**config.mk**
```make
export PLATFORM = sky130hd
export DESIGN_NAME = mult_share_arb
export DESIGN_NICKNAME = d
export VERILOG_FILES = /design/src/rtl/mult_share_arb.sv
export SDC_FILE = /design/constraint.sdc
export NUM_CORES = 1
export LEC_CHECK = 0
export CAP_MARGIN = 20
export CORE_UTILIZATION = 44
export CTS_CLUSTER_SIZE = 25
export DETAILED_ROUTE_END_ITERATION = 16
export HOLD_SLACK_MARGIN = 0.12
export PLACE_DENSITY = 0.86
export SLEW_MARGIN = 0
export SYNTH_ARGS = -nofsm -noshare
export SYNTH_HDL_FRONTEND = slang
export SYNTH_SLANG_ARGS = --single-unit
```
**constraint.sdc**
```tcl
create_clock -name clk -period 3.15 [get_ports clk]
set_input_delay 0.63 -clock clk [delete_from_list [all_inputs] [get_ports clk]]
set_output_delay 0.63 -clock clk [all_outputs]
set_load 0.05 [all_outputs]
```
**src/rtl/mult_share_arb.sv**
```systemverilog
// Round-robin arbiter/sequencer that shares one W x W sequential multiplier core among NREQ requesters.
// Optional WAIT watchdog: define MULT_SHARE_ARB_TIMEOUT_EN to bound WAIT to TIMEOUT cycles.
module mult_share_arb #(
    parameter int NREQ    = 4,
    parameter int W       = 8,
    parameter int TIMEOUT = 64
) (
    input  logic              clk,
    input  logic              reset,
    input  logic [NREQ-1:0]   req,
    input  logic [NREQ*W-1:0] a_in,
    input  logic [NREQ*W-1:0] b_in,
    output logic [NREQ-1:0]   gnt,
    output logic [NREQ-1:0]   rsp_valid,
    output logic [2*W-1:0]    rsp_product,
    output logic              rsp_err,
    output logic              mul_rst,
    output logic              mul_start,
    output logic [W-1:0]      mul_multiplier,
    output logic [W-1:0]      mul_multiplicand,
    input  logic [2*W-1:0]    mul_product,
    input  logic              mul_done
);

    localparam int PW     = (NREQ > 1) ? $clog2(NREQ) : 1;
    localparam bit CFG_OK = (NREQ >= 2) && (NREQ <= 8) && (TIMEOUT >= 1);

    typedef enum logic [2:0] {
        ST_IDLE = 3'd0,
        ST_CLR  = 3'd1,
        ST_LOAD = 3'd2,
        ST_WAIT = 3'd3,
        ST_DONE = 3'd4
    } state_e;

    state_e            state_q;
    logic [PW-1:0]     rr_ptr_q;
    logic [PW-1:0]     gidx_q;
    logic [NREQ-1:0]   gnt_q;
    logic [NREQ-1:0]   rsp_valid_q;
    logic [2*W-1:0]    rsp_product_q;
    logic              rsp_err_q;
    logic              mul_rst_q;
    logic              mul_start_q;
    logic [W-1:0]      a_q;
    logic [W-1:0]      b_q;

`ifdef MULT_SHARE_ARB_TIMEOUT_EN
    localparam int CW = $clog2(TIMEOUT + 1);
    logic [CW-1:0]     cnt_q;
`endif

    logic              arb_hit_d;
    logic [PW-1:0]     arb_idx_d;
    logic [PW:0]       cand_s;
    logic [NREQ-1:0]   arb_oh_d;
    logic [W-1:0]      a_sel_d;
    logic [W-1:0]      b_sel_d;

    // Round-robin search: first requesting index at or after rr_ptr_q, wrapping past NREQ-1.
    always_comb begin
        arb_hit_d = 1'b0;
        arb_idx_d = '0;
        cand_s    = '0;
        for (int k = 0; k < NREQ; k++) begin
            cand_s    = {1'b0, rr_ptr_q} + (PW+1)'(k);
            cand_s    = (cand_s >= (PW+1)'(NREQ)) ? (cand_s - (PW+1)'(NREQ)) : cand_s;
            arb_idx_d = (!arb_hit_d && req[cand_s[PW-1:0]]) ? cand_s[PW-1:0] : arb_idx_d;
            arb_hit_d = arb_hit_d | req[cand_s[PW-1:0]];
        end
    end

    // Winner decode: one-hot grant vector and the winner's operand slices.
    always_comb begin
        arb_oh_d = NREQ'(1'b1) << arb_idx_d;
        a_sel_d  = '0;
        b_sel_d  = '0;
        for (int k = 0; k < NREQ; k++) begin
            a_sel_d = (arb_idx_d == PW'(k)) ? a_in[k*W +: W] : a_sel_d;
            b_sel_d = (arb_idx_d == PW'(k)) ? b_in[k*W +: W] : b_sel_d;
        end
    end

    // Sequencer FSM; every output is a register updated on the transition into the state that shows it.
    always_ff @(posedge clk or negedge reset) begin
        if (!reset) begin
            state_q       <= ST_IDLE;
            rr_ptr_q      <= '0;
            gidx_q        <= '0;
            gnt_q         <= '0;
            rsp_valid_q   <= '0;
            rsp_product_q <= '0;
            rsp_err_q     <= 1'b0;
            mul_rst_q     <= 1'b1;
            mul_start_q   <= 1'b0;
            a_q           <= '0;
            b_q           <= '0;
`ifdef MULT_SHARE_ARB_TIMEOUT_EN
            cnt_q         <= '0;
`endif
        end else begin
            case (state_q)
                ST_IDLE: begin
                    // An out-of-range configuration never grants.
                    if (arb_hit_d && CFG_OK) begin
                        gnt_q     <= arb_oh_d;
                        gidx_q    <= arb_idx_d;
                        a_q       <= a_sel_d;
                        b_q       <= b_sel_d;
                        mul_rst_q <= 1'b1;
                        state_q   <= ST_CLR;
                    end else begin
                        mul_rst_q <= 1'b1;
                        state_q   <= ST_IDLE;
                    end
                end
                ST_CLR: begin
                    mul_rst_q   <= 1'b0;
                    mul_start_q <= 1'b1;
                    state_q     <= ST_LOAD;
                end
                ST_LOAD: begin
                    mul_start_q <= 1'b0;
                    state_q     <= ST_WAIT;
`ifdef MULT_SHARE_ARB_TIMEOUT_EN
                    cnt_q       <= '0;
`endif
                end
                ST_WAIT: begin
                    if (mul_done) begin
                        rsp_product_q <= mul_product;
                        rsp_err_q     <= 1'b0;
                        rsp_valid_q   <= gnt_q;
                        mul_rst_q     <= 1'b1;
                        state_q       <= ST_DONE;
                    end
`ifdef MULT_SHARE_ARB_TIMEOUT_EN
                    else if (cnt_q == CW'(TIMEOUT - 1)) begin
                        rsp_product_q <= '0;
                        rsp_err_q     <= 1'b1;
                        rsp_valid_q   <= gnt_q;
                        mul_rst_q     <= 1'b1;
                        state_q       <= ST_DONE;
                    end else begin
                        cnt_q   <= cnt_q + CW'(1);
                        state_q <= ST_WAIT;
                    end
`else
                    else begin
                        state_q <= ST_WAIT;
                    end
`endif
                end
                ST_DONE: begin
                    rsp_valid_q <= '0;
                    rsp_err_q   <= 1'b0;
                    gnt_q       <= '0;
                    mul_rst_q   <= 1'b1;
                    rr_ptr_q    <= (gidx_q == PW'(NREQ - 1)) ? '0 : (gidx_q + PW'(1));
                    state_q     <= ST_IDLE;
                end
                default: begin
                    gnt_q       <= '0;
                    rsp_valid_q <= '0;
                    rsp_err_q   <= 1'b0;
                    mul_rst_q   <= 1'b1;
                    mul_start_q <= 1'b0;
                    state_q     <= ST_IDLE;
                end
            endcase
        end
    end

    assign gnt              = gnt_q;
    assign rsp_valid        = rsp_valid_q;
    assign rsp_product      = rsp_product_q;
    assign rsp_err          = rsp_err_q;
    assign mul_rst          = mul_rst_q;
    assign mul_start        = mul_start_q;
    assign mul_multiplier   = a_q;
    assign mul_multiplicand = b_q;

endmodule

```
* Yosys cells after proc, flatten, opt, wreduce, memory -nomap -nowiden
Cells that the tools add are included.
** Operators by class
- Muxes and demuxes :: 37
- $add $sub $neg :: 8
- Reductions and logical operators :: 16
- Shift operators :: 1
- Bitwise logic cells :: 6
- Equal/unequal tests :: 10
- Order comparisons :: 8
** Operators by type and width (count)
- 2-to-1 mux 8 bit :: 8
- 2-to-1 mux 2 bit :: 9
- case mux 4 bit (2 select lines) :: 2
- less-than comparator 2 x 3 -> 1 bit (second input constant) :: 4
- case mux 3 bit (4 select lines) :: 1
- AND reduction 2 bit :: 5
- greater-or-equal comparator 3 bit (second input constant) :: 3
- OR reduction 3 bit :: 3
- binary-select mux 1 bit (select 2 bit) :: 4
- 2-to-1 mux 4 bit :: 2
- subtractor 2 x 1 -> 2 bit (second input constant) :: 4
- 2-to-1 mux 1 bit :: 7
- adder 2 x 2 -> 3 bit (second input constant) :: 2
- == test 2 bit (second input constant) :: 3
- == test 3 x 2 -> 1 bit (second input constant) :: 2
- != test 2 bit (second input constant) :: 2
- case mux 1 bit (2 select lines) :: 2
- left shift 1 x 2 -> 4 bit (first input constant) :: 1
- adder 2 x 1 -> 3 bit (second input constant) :: 1
- == test 3 x 1 -> 1 bit (second input constant) :: 1
- == test 3 bit (second input constant) :: 1
- greater-or-equal comparator 2 x 3 -> 1 bit (second input constant) :: 1
- logical AND 1 bit :: 3
- logical NOT 1 bit :: 3
- 8 further kinds :: 12
** Word-level totals
- Bits in registers :: 50
- Input bits :: 87
- Logic and storage cells :: 97

* Longest topological paths before layout
- Word-level depth :: 15
- Gate-level depth with buffers :: 7
- Depth with buffers taken out :: 5

* Least setup slack after synthesis
OpenSTA, ideal clock, no wires.
- Path type :: input port to flip-flop
- Start :: input port req[3]
- End :: register b_q[0] (netlist: mul_multiplicand[0])
- Data required time :: 3.024 ns
- Path slack :: 1.100 ns
- Stages :: 6
- Path buffers :: 1
- Arrival time :: 1.924 ns
- Cell sequence :: nor2b_2 o21a_2 nor3_2 buf_6 mux2_4 a221o_1
** Between the ends
- Longest elaborated chain between the ends :: 12
- Elaborated cells on any way between the ends :: 30
- Those cells by class :: eq/ne: 3; mux: 16; bitwise: 3; reduce/logical: 8
** RTL lines
- start: declaration :: RTL line 10 : input logic [NREQ-1:0] req,
- binary-select mux 1 bit (select 2 bit) :: RTL line 68, 69
- 2-to-1 mux 1 bit (implied by the code) :: RTL line 68, 69
- logical NOT 1 bit / bitwise OR 1 bit (equally long branches) :: RTL line 68, 69
- logical AND 1 bit, or another cell as far along :: RTL line 68 : arb_idx_d = (!arb_hit_d && req[cand_s[PW-1:0]]) ? cand_s[PW-1:0] : arb_idx_d;
- 2-to-1 mux 2 bit, or another cell as far along :: RTL line 68
- 2-to-1 mux 2 bit / logical AND 1 bit (equally long branches) :: RTL line 68
- 2-to-1 mux 2 bit :: RTL line 68
- logical NOT 2 bit :: RTL line 80 : b_sel_d = (arb_idx_d == PW'(k)) ? b_in[k*W +: W] : b_sel_d;
- 2-to-1 mux 8 bit (4 in series) :: RTL line 80
- end signal: assignment :: RTL line 109 : b_q <= b_sel_d;
- end: declaration :: RTL line 46 : logic [W-1:0] b_q;
Parallel ways exist; a longest one is shown, timed or not. The select of a mux whose other input is x is not followed.
A chain may end at the register's enable or synchronous reset.

* Worst setup path after layout
- Start :: input port req[2]
- End :: register b_q[4] (netlist: mul_multiplicand[4])
Same word-level chain as after synthesis.

==> reports/metrics.yaml <==
yosys:
  syn_nets: 323
  synth_cells: 235
  async_reset_ff_frac: 1.000
  synth.distinct_cells: 45
  synth-main-ff-cell: "dfrtp_1"
  syn_area_um2: 2633
  ys_ff_latch: 49
  ys_seq_area_frac: 0.4663
  synth_edf_count: 0
  ys_warn_count: 0
  avgSynthCellArea_um2: 11.20
floorplan:
  dieArea_um2: 6296
  die_y_um: 79.35
  die_w_um: 79.35
  rows: 27
  design.core.area_um2: 5642
  start_util: 0.4666
  ios: 130
clocking:
  post_cts_buffers: 0
  clock_path_buffers: 2
  cts_buffers: 5
  worst_skew_pair.late_latency_ps: 300
  htreeDepth: 2
  cts.repair.resized: 0
  clk_pin_slew_ps: 90
  cts_tree: "done"
  hold_buffers: 0
  cts_sinks: 49
  cts-root-buf: "clkbuf_8"
drt:
  dr_total_vias: 2427
  wl_met2_um: 3778
  wl_per_cell_um: 17.07
  postRouteWirelength_um: 7376
  wl_met1_um: 2885
  drt-pass1-iter-count: 4
  via_per_inst: 5.618
  dr.first_iter.drc_count: 101
  top_layer: "met4"
  drc_errors: 0
  route.met3.wl_um: 618
  drtAntennaViolNets: 0
setup_path:
  slowest_delay_ps: 590
  worst_path_max_delay_cell: "a21oi_2"
  startpoint_type: "input pin"
  cp-end-kind: "register"
  critPathKind: "input pin to register"
  crit_arrival_ps: 2820
  cp_top_family: "compound AO/OA/AOI/OAI gates"
  path_buf_inv: 2
  crit_fanout: 15
  crit_chain: "clkdlybuf4s50_1 -> nand2b_1 -> a21oi_2 -> nor3_4 -> buf_12 -> mux2_4 -> a221o_1"
  critical_path_required_ps: 3330
timing:
  hold_viol_final: 0
  fin_ws_ps: 516.8
  fin_crit_ps: 2633
  fin_tns_setup_ps: 0
  max_freq_ghz: 0.3798
  rsz0062_at_grt: "false"
  report.final.slew_viol_count: 0
  finClkSkew_ps: 6.279
  fin_crit_sh: 0.8359
  tightest_slew_ps: 750.9
  max_slew_margin: 0.4994
  setup_violations: 0
placed_design:
  place_ws_ps: 174.7
  place_hpwl_um: 5505
  io_buffers: 128
  gp_congestion: 0.8240
cells_and_area:
  n_fill_cell: 444
  final_core_util: 0.7208
  final_cell_mix: "clkdlybuf4s50_1 (127), dfrtp_1 (48), mux2_2 (20)"
  n_antenna_cell: 0
  mostFrequentLayoutCell: "clkdlybuf4s50_1"
  finalNetCount: 447
  drive_above_1_share: 0.1611
  syn_to_final_growth_pct: 54.47
global_routing:
  grt_pass1_vias: 2541
  grt_max_degree: 50
  grt_overflow: 0
  grt_pass1_wl_um: 11900
  grt_antenna_before_repair: 0
  grt_usage: 0.2438
run:
  max-cap-violations: 0
power_and_ir_drop:
  p_leak_nw: 1.697
  ir_worst_vdd_uv: 544.4
  power_density_nw_per_um2: 1014
worst_hold_path:
  hold_class: "input pin to asynchronous set/reset pin"
status:
  status: "completed"
-- routing by layer --
layer / vias up / track usage
met4: 0 / 0.06909
met5: - / 0
met3: 9 / 0.06322
met2: 118 / 0.4216
met1: 1164 / 0.2980
li1: 1136 / -
-- logic make-up after synthesis --
kind of cell	synth area share
compound gates	0.1782
fa+ha+maj	0.004752
buf+inv	0.04752
flops	0.4663
mux	0.1697
other cells	0.001424
simple gates	0.1321
-- worst paths after layout --
path / startpoint / end / slack (ps) / cells past startpoint
max in group asynchronous: reset / mul_multiplicand[4] / 2430 / 2
min in group clk: gidx_q[0] / rr_ptr_q[0] / 490 / 1
worst max register to register: rr_ptr_q[1] / mul_multiplicand[4] / 860 / 6
worst min-delay path: reset / rsp_valid[1] / 220 / 1
worst max-delay path: req[2] / mul_multiplicand[4] / 520 / 7
worst min register to register: gidx_q[0] / rr_ptr_q[0] / 490 / 1
-- where the power goes --
part | switching (mW) | leakage, nW | internal [mW]
logic | 1.58 | 1.05 | 1.04
registers | 0.196 | 0.607 | 0.932
clock network | 0.217 | 0.0445 | 0.158
total | 1.99 | 1.70 | 2.13
-- layout make-up --
class                      instances  area, um^2  share of cell area
timing repair buffer             136        1361              0.3348
multi-input combinational        164        1286              0.3163
sequential                        49        1227              0.3018
tap                               72       90.09             0.02215
clock buffer                       5       68.82             0.01692
clock inverter                     3       21.27            0.005231
inverter                           3       11.26            0.002769
-- Yosys cell counts (all sizes together), types with 2 or more instances --
cell / number / area [um^2]
dfrtp: 48 / 1201
mux2: 31 / 386.6
a21oi: 20 / 103.9
o31ai: 16 / 120.1
a221o: 14 / 140.1
nand4: 14 / 87.58
nand2: 13 / 48.80
nor2: 12 / 57.55
buf: 11 / 82.57
clkbuf: 8 / 31.28
mux2i: 6 / 60.06
nand3: 6 / 30.03
nand2b: 4 / 25.02
nor3: 4 / 25.02
inv: 3 / 11.26
o21ai: 3 / 18.77
a21o: 2 / 15.01
and2: 2 / 12.52
nor4: 2 / 25.02
o221ai: 2 / 17.52
or2: 2 / 12.51
-- through the flow --
| stage | power [mW] | hold WS, ps | cell area [um^2] | std cells |
|---|---|---|---|---|
| floorplan | 2.912 | 334.4 | 2633 | 235 |
| global placement | 3.694 | 473.6 | 3956 | 423 |
| detailed placement | 3.766 | 492.1 | 3956 | 423 |
| CTS | 4.151 | 496.0 | 4046 | 431 |
| global route | 4.345 | 217.5 | 4066 | 432 |
| finish | 4.125 | 216.4 | 4066 | 432 |
-- sequential cells by signal, summed over array words and instances, names as in the netlist --
signal,cells
gidx_q,2
state_q,3
rsp_product,16
mul_multiplier,8
mul_multiplicand,8
gnt,4
rsp_valid,4
rr_ptr_q,2
mul_start,1
mul_rst,1
No activity file was read; power rests on OpenSTA's default activity.
